`config.mk`:
```
export PLATFORM = sky130hd
export DESIGN_NAME = program_write_sink
export DESIGN_NICKNAME = d
export VERILOG_FILES = /design/src/rtl/program_write_sink.sv
export SDC_FILE = /design/constraint.sdc
export NUM_CORES = 1
export LEC_CHECK = 0
export BUFFER_PORTS_ARGS = -buffer_cell sky130_fd_sc_hd__buf_2
export CAP_MARGIN = 10
export CORE_MARGIN = 1.5
export CORE_UTILIZATION = 60
export DETAILED_ROUTE_END_ITERATION = 8
export PLACE_DENSITY = 0.82
export SETUP_SLACK_MARGIN = 0.02
export SLEW_MARGIN = 20
export SYNTH_ARGS = -nofsm -noshare
export SYNTH_HDL_FRONTEND = slang
export SYNTH_SLANG_ARGS = --single-unit
```
`constraint.sdc`:
```
create_clock -name clk -period 4 [get_ports clk]
set_input_delay 0.8 -clock clk [delete_from_list [all_inputs] [get_ports clk]]
set_output_delay 0.8 -clock clk [all_outputs]
set_load 0.05 [all_outputs]
```
`src/rtl/program_write_sink.sv`:
```
// -----------------------------------------------------------------------------
// program_write_sink
//
// Responder end of the pixel program interface. Pixel writes from the copy
// engine are mapped to a frame-buffer word address, queued in a FIFO and
// replayed as single-cycle SRAM writes whenever the SRAM controller grants a
// write slot. The block also owns the double-buffer frame select: every write
// targets the back frame (~current_frame), and a swap request first drains the
// FIFO (including the last in-flight SRAM write) before flipping the frame.
//
// Parameters
//   Depth          FIFO entries (power of two, >= 2)
//
// Ports
//   clk            system clock
//   reset          synchronous, active-high
//   program_x      pixel column (0..639)
//   program_y      pixel row (0..479)
//   program_data   RGB565 pixel
//   program_write  write strobe, one pixel per cycle
//   program_full   backpressure; writes presented while high are rejected
//   write_slot     SRAM controller grants one write this cycle
//   sram_w_addr    SRAM word address (registered)
//   sram_w_data    SRAM write data (registered)
//   sram_w_en      one-cycle SRAM write pulse (registered)
//   swap_req       pulse requesting a frame swap
//   swap_done      one-cycle pulse when the swap completes (registered)
//   current_frame  front frame being displayed (registered)
//   overflow       sticky flag: a write was rejected (registered)
//
// Build option
//   PROGRAM_CLIP_EN  when defined, writes with x >= 640 or y >= 480 are
//                    silently discarded (no FIFO entry, no overflow). When
//                    undefined, out-of-range coordinates alias through the
//                    truncated y[8:0]/x[9:0] address fields.
// -----------------------------------------------------------------------------
module program_write_sink #(
  parameter int Depth = 16
) (
  input  logic        clk,
  input  logic        reset,
  input  logic [9:0]  program_x,
  input  logic [9:0]  program_y,
  input  logic [15:0] program_data,
  input  logic        program_write,
  output logic        program_full,
  input  logic        write_slot,
  output logic [19:0] sram_w_addr,
  output logic [15:0] sram_w_data,
  output logic        sram_w_en,
  input  logic        swap_req,
  output logic        swap_done,
  output logic        current_frame,
  output logic        overflow
);

  localparam int PtrW = (Depth > 1) ? $clog2(Depth) : 1;
  localparam int CntW = PtrW + 1;
  localparam int EntryW = 36;

  localparam logic [CntW-1:0] CountFull = CntW'(Depth);
  localparam logic [CntW-1:0] CountZero = {CntW{1'b0}};
  localparam logic [CntW-1:0] CountOne  = {{PtrW{1'b0}}, 1'b1};
  localparam logic [PtrW-1:0] PtrZero   = {PtrW{1'b0}};
  localparam logic [PtrW-1:0] PtrOne    = {{(PtrW-1){1'b0}}, 1'b1};

  typedef enum logic [1:0] {
    IDLE  = 2'd0,
    DRAIN = 2'd1,
    SWAP  = 2'd2
  } state_e;

  // Frame-buffer word address: back frame in the MSB, then row, then column.
  function automatic logic [19:0] map_addr(
    input logic       frame,
    input logic [8:0] row,
    input logic [9:0] col
  );
    map_addr = {frame, row, col};
  endfunction

  // ---------------------------------------------------------------------------
  // State
  // ---------------------------------------------------------------------------
  logic [EntryW-1:0] mem_q [Depth];

  logic [PtrW-1:0] wr_ptr_q, wr_ptr_d;
  logic [PtrW-1:0] rd_ptr_q, rd_ptr_d;
  logic [CntW-1:0] count_q,  count_d;

  logic [19:0] sram_w_addr_q, sram_w_addr_d;
  logic [15:0] sram_w_data_q, sram_w_data_d;
  logic        sram_w_en_q,   sram_w_en_d;

  state_e state_q, state_d;
  logic   current_frame_q, current_frame_d;
  logic   swap_done_q,     swap_done_d;
  logic   overflow_q,      overflow_d;

  // ---------------------------------------------------------------------------
  // Handshake decode
  // ---------------------------------------------------------------------------
  logic              program_full_s;
  logic              in_range_s;
  logic              push_s;
  logic              pop_s;
  logic              reject_s;
  logic [EntryW-1:0] push_entry_s;
  logic [EntryW-1:0] head_entry_s;

`ifdef PROGRAM_CLIP_EN
  assign in_range_s = (program_x < 10'd640) && (program_y < 10'd480);
`else
  // Without clipping the row MSB never reaches the address map.
  logic unused_y_msb_s;
  assign in_range_s     = 1'b1;
  assign unused_y_msb_s = program_y[9];
`endif

  // Backpressure and push/pop qualification, all from registered state.
  always_comb begin
    program_full_s = (count_q == CountFull) || (state_q != IDLE);
    // A full-rejected write flags overflow even if it would also be clipped.
    reject_s       = program_write && program_full_s;
    push_s         = program_write && !program_full_s && in_range_s;
    // Pop is judged on count before the edge, so a fresh push cannot bypass.
    pop_s          = write_slot && (count_q != CountZero);
    push_entry_s   = {map_addr(~current_frame_q, program_y[8:0], program_x),
                      program_data};
    head_entry_s   = mem_q[rd_ptr_q];
  end

  // ---------------------------------------------------------------------------
  // FIFO pointers and occupancy
  // ---------------------------------------------------------------------------
  // Next pointer/count values; simultaneous push and pop leave count unchanged.
  always_comb begin
    wr_ptr_d = wr_ptr_q;
    rd_ptr_d = rd_ptr_q;
    count_d  = count_q;

    if (push_s) begin
      wr_ptr_d = wr_ptr_q + PtrOne;
    end else begin
      wr_ptr_d = wr_ptr_q;
    end

    if (pop_s) begin
      rd_ptr_d = rd_ptr_q + PtrOne;
    end else begin
      rd_ptr_d = rd_ptr_q;
    end

    if (push_s && !pop_s) begin
      count_d = count_q + CountOne;
    end else if (!push_s && pop_s) begin
      count_d = count_q - CountOne;
    end else begin
      count_d = count_q;
    end
  end

  // FIFO storage; contents are don't-care once the pointers are reset.
  always_ff @(posedge clk) begin
    if (push_s && !reset) begin
      mem_q[wr_ptr_q] <= push_entry_s;
    end
  end

  // ---------------------------------------------------------------------------
  // SRAM write port
  // ---------------------------------------------------------------------------
  // Pop registers the head entry; address/data hold between pulses.
  always_comb begin
    sram_w_en_d   = pop_s;
    sram_w_addr_d = sram_w_addr_q;
    sram_w_data_d = sram_w_data_q;
    if (pop_s) begin
      sram_w_addr_d = head_entry_s[35:16];
      sram_w_data_d = head_entry_s[15:0];
    end else begin
      sram_w_addr_d = sram_w_addr_q;
      sram_w_data_d = sram_w_data_q;
    end
  end

  // ---------------------------------------------------------------------------
  // Overflow flag
  // ---------------------------------------------------------------------------
  // Sticky until reset.
  always_comb begin
    overflow_d = overflow_q;
    if (reject_s) begin
      overflow_d = 1'b1;
    end else begin
      overflow_d = overflow_q;
    end
  end

  // ---------------------------------------------------------------------------
  // Frame swap FSM
  // ---------------------------------------------------------------------------
  // DRAIN waits for both an empty FIFO and the last SRAM pulse to retire so
  // no pixel written to the old back frame lands after the flip.
  always_comb begin
    state_d         = state_q;
    current_frame_d = current_frame_q;
    swap_done_d     = 1'b0;

    case (state_q)
      IDLE: begin
        if (swap_req) begin
          state_d = DRAIN;
        end else begin
          state_d = IDLE;
        end
      end
      DRAIN: begin
        if ((count_q == CountZero) && !sram_w_en_q) begin
          state_d = SWAP;
        end else begin
          state_d = DRAIN;
        end
      end
      SWAP: begin
        state_d         = IDLE;
        current_frame_d = ~current_frame_q;
        swap_done_d     = 1'b1;
      end
      default: begin
        state_d = IDLE;
      end
    endcase
  end

  // ---------------------------------------------------------------------------
  // Registers
  // ---------------------------------------------------------------------------
  // All control and output flops with synchronous reset.
  always_ff @(posedge clk) begin
    if (reset) begin
      wr_ptr_q        <= PtrZero;
      rd_ptr_q        <= PtrZero;
      count_q         <= CountZero;
      sram_w_addr_q   <= 20'h00000;
      sram_w_data_q   <= 16'h0000;
      sram_w_en_q     <= 1'b0;
      state_q         <= IDLE;
      current_frame_q <= 1'b0;
      swap_done_q     <= 1'b0;
      overflow_q      <= 1'b0;
    end else begin
      wr_ptr_q        <= wr_ptr_d;
      rd_ptr_q        <= rd_ptr_d;
      count_q         <= count_d;
      sram_w_addr_q   <= sram_w_addr_d;
      sram_w_data_q   <= sram_w_data_d;
      sram_w_en_q     <= sram_w_en_d;
      state_q         <= state_d;
      current_frame_q <= current_frame_d;
      swap_done_q     <= swap_done_d;
      overflow_q      <= overflow_d;
    end
  end

  assign program_full  = program_full_s;
  assign sram_w_addr   = sram_w_addr_q;
  assign sram_w_data   = sram_w_data_q;
  assign sram_w_en     = sram_w_en_q;
  assign swap_done     = swap_done_q;
  assign current_frame = current_frame_q;
  assign overflow      = overflow_q;

endmodule
```
* Word-level counts from Yosys, hierarchy flattened
Memories as Yosys holds them, arrays and structs flattened. A register that Yosys moved wholly into a read port is not among the register bits. Index checks and enable logic that the tools add are counted.
Word-level totals: bits in registers 19, bits in writable memories 576, input port bits 41, output and inout port bits 41, memories kept 1
Operators by class: add/subtract/negate cells 4, equal/unequal tests 3, mux-type cells 8, bitwise logic cells 1, reduce and logical (&&, ||, !) cells 18
Memories:
- mem_q | depth 16, bits a word 36, read ports 1, clocked after Yosys merged registers in 1, write ports 1, line 85 | logic [EntryW-1:0] mem_q [Depth];
Operators with widths (count):
- 5-bit two-way mux | 2
- 4-bit by 1-bit adder with 4-bit output, second input constant | 2
- 1-bit logical AND | 7
- 5-bit by 1-bit adder with 5-bit output, second input constant | 1
- 5-bit equality test, second input constant | 1
- 1-bit logical NOT | 5
- 5-bit logical NOT | 1
- 5-bit nonzero test | 1
- 5-bit by 1-bit subtractor with 5-bit output, second input constant | 1
- 1-bit two-way mux | 4
- 2-bit one-hot mux with 2 select lines | 1
- 2-bit nonzero test | 2
- 2-bit by 1-bit equality test with 1-bit output, second input constant | 1
- 2-bit equality test, second input constant | 1
- 2-bit logical NOT | 1
- 2-bit two-way mux | 1
- 1-bit logical OR | 1
- 1-bit NOT | 1

* Logic depth before layout (Yosys ltp)
depth after elaboration 8, mapped depth 10, depth with buffers taken out 9

* Worst setup path before layout
Ideal clock, no wire load.
kind input port to flip-flop, start input program_write, end memory mem_q[12][0] (enable), setup time 0.429 ns, arrival time 2.936 ns, data required time 3.571 ns, path slack 0.635 ns, stages on the path 4, cells stage by stage inv_1 > a211oi_2 > nand2_1 > nor2_1
On the way: word-level cells in the longest chain between the ends 4
RTL lines:
- from (decl) | line 45 | input logic program_write,
- 1-bit logical AND | line 125 | push_s = program_write && !program_full_s && in_range_s;
- named net push_s | line 105 | logic push_s;
- 1-bit logical AND | line 165 | if (push_s && !reset) begin
- 1-bit two-way mux | line 165
- 1-bit two-way mux (implied by the code) | line 166 | mem_q[wr_ptr_q] <= push_entry_s;
- to (decl) | line 85
The timed path passes the listed nets, and every way through them passes these cells.

* Final worst setup path
start register count_q[0], end register count_q[4]
On the way: word-level cells in the longest chain between the ends 7, elaborated cells between the ends (all ways) 15, those cells by class add/sub (2); eq/ne (1); mux (2); reduce/logical (10)
RTL lines:
- from (decl) | line 89 | logic [CntW-1:0] count_q, count_d;
- from (signal assigned) | line 244 | count_q <= CountZero;
- from (signal assigned) | line 255 | count_q <= count_d;
- parallel branches: the longest is 7 deep, another holds 5-bit by 1-bit subtractor with 5-bit output
Parallel ways; which one is timed is not known. The select of a mux whose other input is x is not followed. A chain may end at the register's enable or synchronous reset.

==> summary.md <==
| Metric | Value |
|---|---|
| Status | completed |
| Initial DRC count | 1181 |
| GPL Wtd Cong | 0.741 |
| Worst-path maximum fanout | 7 |
| Cells after Synth | 1081 |
| Simple-gate area share of the yosys netlist | 0.0173 |
| Tcrit/Tclk final | 0.803 |
| Synth area leaders | edfxtp_1 (72%), mux4_2 (14%), dfxtp_1 (4.6%) |
| Mapped Nets | 1132 |
| Measured slew at the worst slew-check pin | 855 ps |
| Slowest CP cell | or4_1 |
| Reg2Reg Capture Point | count_q[4] |
| Fraction of registers with async set/reset | 0 |
| R2r startpoint | count_q[0] |
| TritonCTS Buffers | 59 |
| Prevailing post-synth register cell | edfxtp_1 |
| FF+latch count, synth | 631 |
| Global-route wire length before repair | 74200 um |
| Setup violators final | 0 |
| CTS Hold Bufs | 0 |
| Critical Path Start | count_q[0] |
| Max-cap violations | 0 |
| Crit-path max cell delay | 720 ps |
| Comb pwr share | 0.202 |
| Horiz. Die Dim | 203 um |
| CP Launch Type | flop |
| Final Slew Violations | 0 |
| P_sw | 4.52 mW |
| EDFF count, synth | 576 |
| Setup Skew | 23.7 ps |
| Synth warnings | 0 |
| All-Layer GR Usage | 0.249 |
| Syn-to-layout area delta | 14.4% |
| Worst IR Drop VDD | 0.000471 V |
| Min cycle time layout | 3210 ps |
| RSZ-0062 raised after global routing | no |
| Most common cell in the netlist | edfxtp_1 |
| Post-synthesis mux area share | 0.170 |
| Residual DRC | 0 |
| WL final | 49600 um |
| Setup TNS | 0 ps |
| # rows | 72 |
| Initial antenna violation count | 3 |
| Final Util | 0.701 |
| Fill count | 2191 |
| Reg clk slew, reported paths | 60 ps |
| Number of routed nets with antenna violations | 0 |
| Detailed Place HPWL | 25800 um |
| Crit path kind | reg2reg |
| Synth Area in XOR/XNOR | 0.00366 |
| Resized Gates After CTS | 0 |
| Post-synth top area cell | edfxtp_1 |
| Hold Fails Final Rpt | 0 |
| TritonCTS Sinks | 631 |
| Initial DRT Pass Iterations | 5 |
| Share of layout cells above drive strength 1 | 0.332 |
| GR Overflow Total | 0 |
| Largest net degree at the start of global routing | 59 |
| Sequential-to-total area share from yosys stat | 0.770 |
| Switching Fraction | 0.266 |
| Pwr dens | 622 mW/mm^2 |
| Post-Syn Area | 0.0239 sq mm |
| Root buf cell | clkbuf_16 |
| Die area | 0.0410 sq mm |
| Reg power frac | 0.458 |
| Adder-Cell Fraction of Synth Area | 0.00555 |
| Worst R2R Setup Slack | 790 ps |
| Synth Area in Compound Gates | 0.0209 |
| Clock power share | 0.340 |
| Overall Power | 17.0 mW |
| Final WS setup | 788 ps |
| I/O pin total | 82 |
| Main combinational cell family by area after synthesis | multiplexers |
| HP Class | reg2reg |
| WL per Instance | 28.0 um |
| Clock Path Buffers | 3 |
| Internal power | 12.5 mW |
| Initial cell density of the core | 0.613 |
| Post-Syn Area per Cell | 22.1 sq um |
| H-tree depth | 2 |
| Max_slew headroom | 0.430 |
| Postcts setup bufs | 0 |
| Leak | 8.70 nW |
| Synth top cells by count | edfxtp_1 (576), mux4_2 (144), nor2_1 (72) |
| IO Port Bufs | 80 |
| Crit. End Element | flop |
| Fmax achieved | 311 MHz |
| Die Ht | 203 um |
| Arrival @ worst endpoint | 3700 ps |
| Cell breakdown of the critical path | or4_1, o21ai_4, ha_1, inv_1, fa_1, a21o_1, a21oi_1, mux2i_1, mux2_2 |
| Fin nets | 1254 |
| Path depth of the worst reg2reg path | 9 |
| Vias/cell | 6.42 |
| Worst-Skew Late Latency | 620 ps |
| Core footprint | 0.0390 sq mm |
| Vias in the first global route | 12000 |
| Worst Path Required | 4490 ps |
| CTS tree | built |
| Yosys cell types | 39 |
| Worst Setup EP | count_q[4] |
| Pre-CTS setup slack | 810 ps |
| Top-area cell type share of the netlist area | 0.724 |
| Via count | 11400 |
-- power groups by stage --
stage / clock (mW) / combinational [mW] / sequential, mW
finish: 5.78 / 3.44 / 7.78
global route: 6.09 / 3.67 / 7.81
CTS: 5.88 / 3.48 / 7.78
detailed placement: 0 / 3.42 / 7.91
global placement: 0 / 3.34 / 7.90
floorplan: 0 / 2.35 / 8.12
-- placed cells by master, fill, tap and decap left out, drive strengths merged, types with 3 or more instances in the layout --
cell / netlist / layout
ha: 9 / 9
and3: 5 / 5
a221o: 36 / 36
buf: 36 / 117
nor2: 72 / 72
edfxtp: 576 / 576
xnor2: 4 / 4
bufinv: 0 / 8
nand2: 4 / 4
clkbuf: 20 / 79
mux2i: 40 / 40
o211ai: 3 / 3
mux4: 144 / 144
nor2b: 3 / 3
xor2: 6 / 6
clkinv: 0 / 20
dfxtp: 55 / 55
a21oi: 4 / 4
inv: 6 / 8
mux2: 37 / 37
-- layer usage --
metal / part of all wire / vias up / track usage
met5: 0.00059 / - / 0
met2: 0.50 / 544 / 0.404
li1: - / 4780 / -
met1: 0.40 / 5957 / 0.346
met3: 0.071 / 99 / 0.0502
met4: 0.027 / 4 / 0.0786
-- cells by family after synthesis --
kind of cell	Yosys count
multiplexers	221
XOR/XNOR	10
flip-flops	631
AO/OA/AOI/OAI	52
AND/OR/NAND/NOR	95
buffers and inverters	62
adder cells (fa/ha/maj)	10
-- metrics by stage --
stage / hold WS (ps) / cells / cell area (sq um)
after global routing: 474 / 1772 / 27300
after floorplan: 460 / 1081 / 23900
after CTS: 438 / 1770 / 27300
after detailed placement: 455 / 1659 / 25300
after global placement: 447 / 1659 / 25300
final: 467 / 1772 / 27300
-- area by class of cell --
cell class,count,area (sq um),share of cell area
tap,518,648,0.0237
clock inverter,32,379,0.0139
timing repair buffer,117,936,0.0342
multi-input combinational,388,5300,0.194
antenna,1,2.50,0.0000915
clock buffer,79,1640,0.0601
sequential,631,18400,0.673
inverter,6,22.5,0.000824
-- sequential cells by signal, summed over array words and instances (netlist names) --
signal	flops
overflow	1
swap_done	1
rd_ptr_q	4
sram_w_addr	20
wr_ptr_q	4
mem_q	576
sram_w_data	16
current_frame	1
sram_w_en	1
count_q	5
state_q	2
-- critical path: cells and delay by family, from the launching register on --
family / cells / cell delay (ps)
AO/OA/AOI/OAI: 3 / 680
adder cells (fa/ha/maj): 2 / 650
buffers and inverters: 1 / 110
flip-flops: 1 / 360
multiplexers: 2 / 560
AND/OR/NAND/NOR: 1 / 720
-- worst min-delay path by stage --
stage / from / endpoint / slack (ps) / cells past startpoint
2_1_floorplan: state_q[1] / state_q[0] / 460 / 1
3_3_place_gp: overflow / overflow / 450 / 2
3_5_place_dp: overflow / overflow / 460 / 2
4_1_cts: program_write / overflow / 440 / 3
5_1_grt: swap_req / state_q[0] / 470 / 3
6_report: overflow / overflow / 470 / 2
Note: power is estimated with default switching activity, not from simulation.
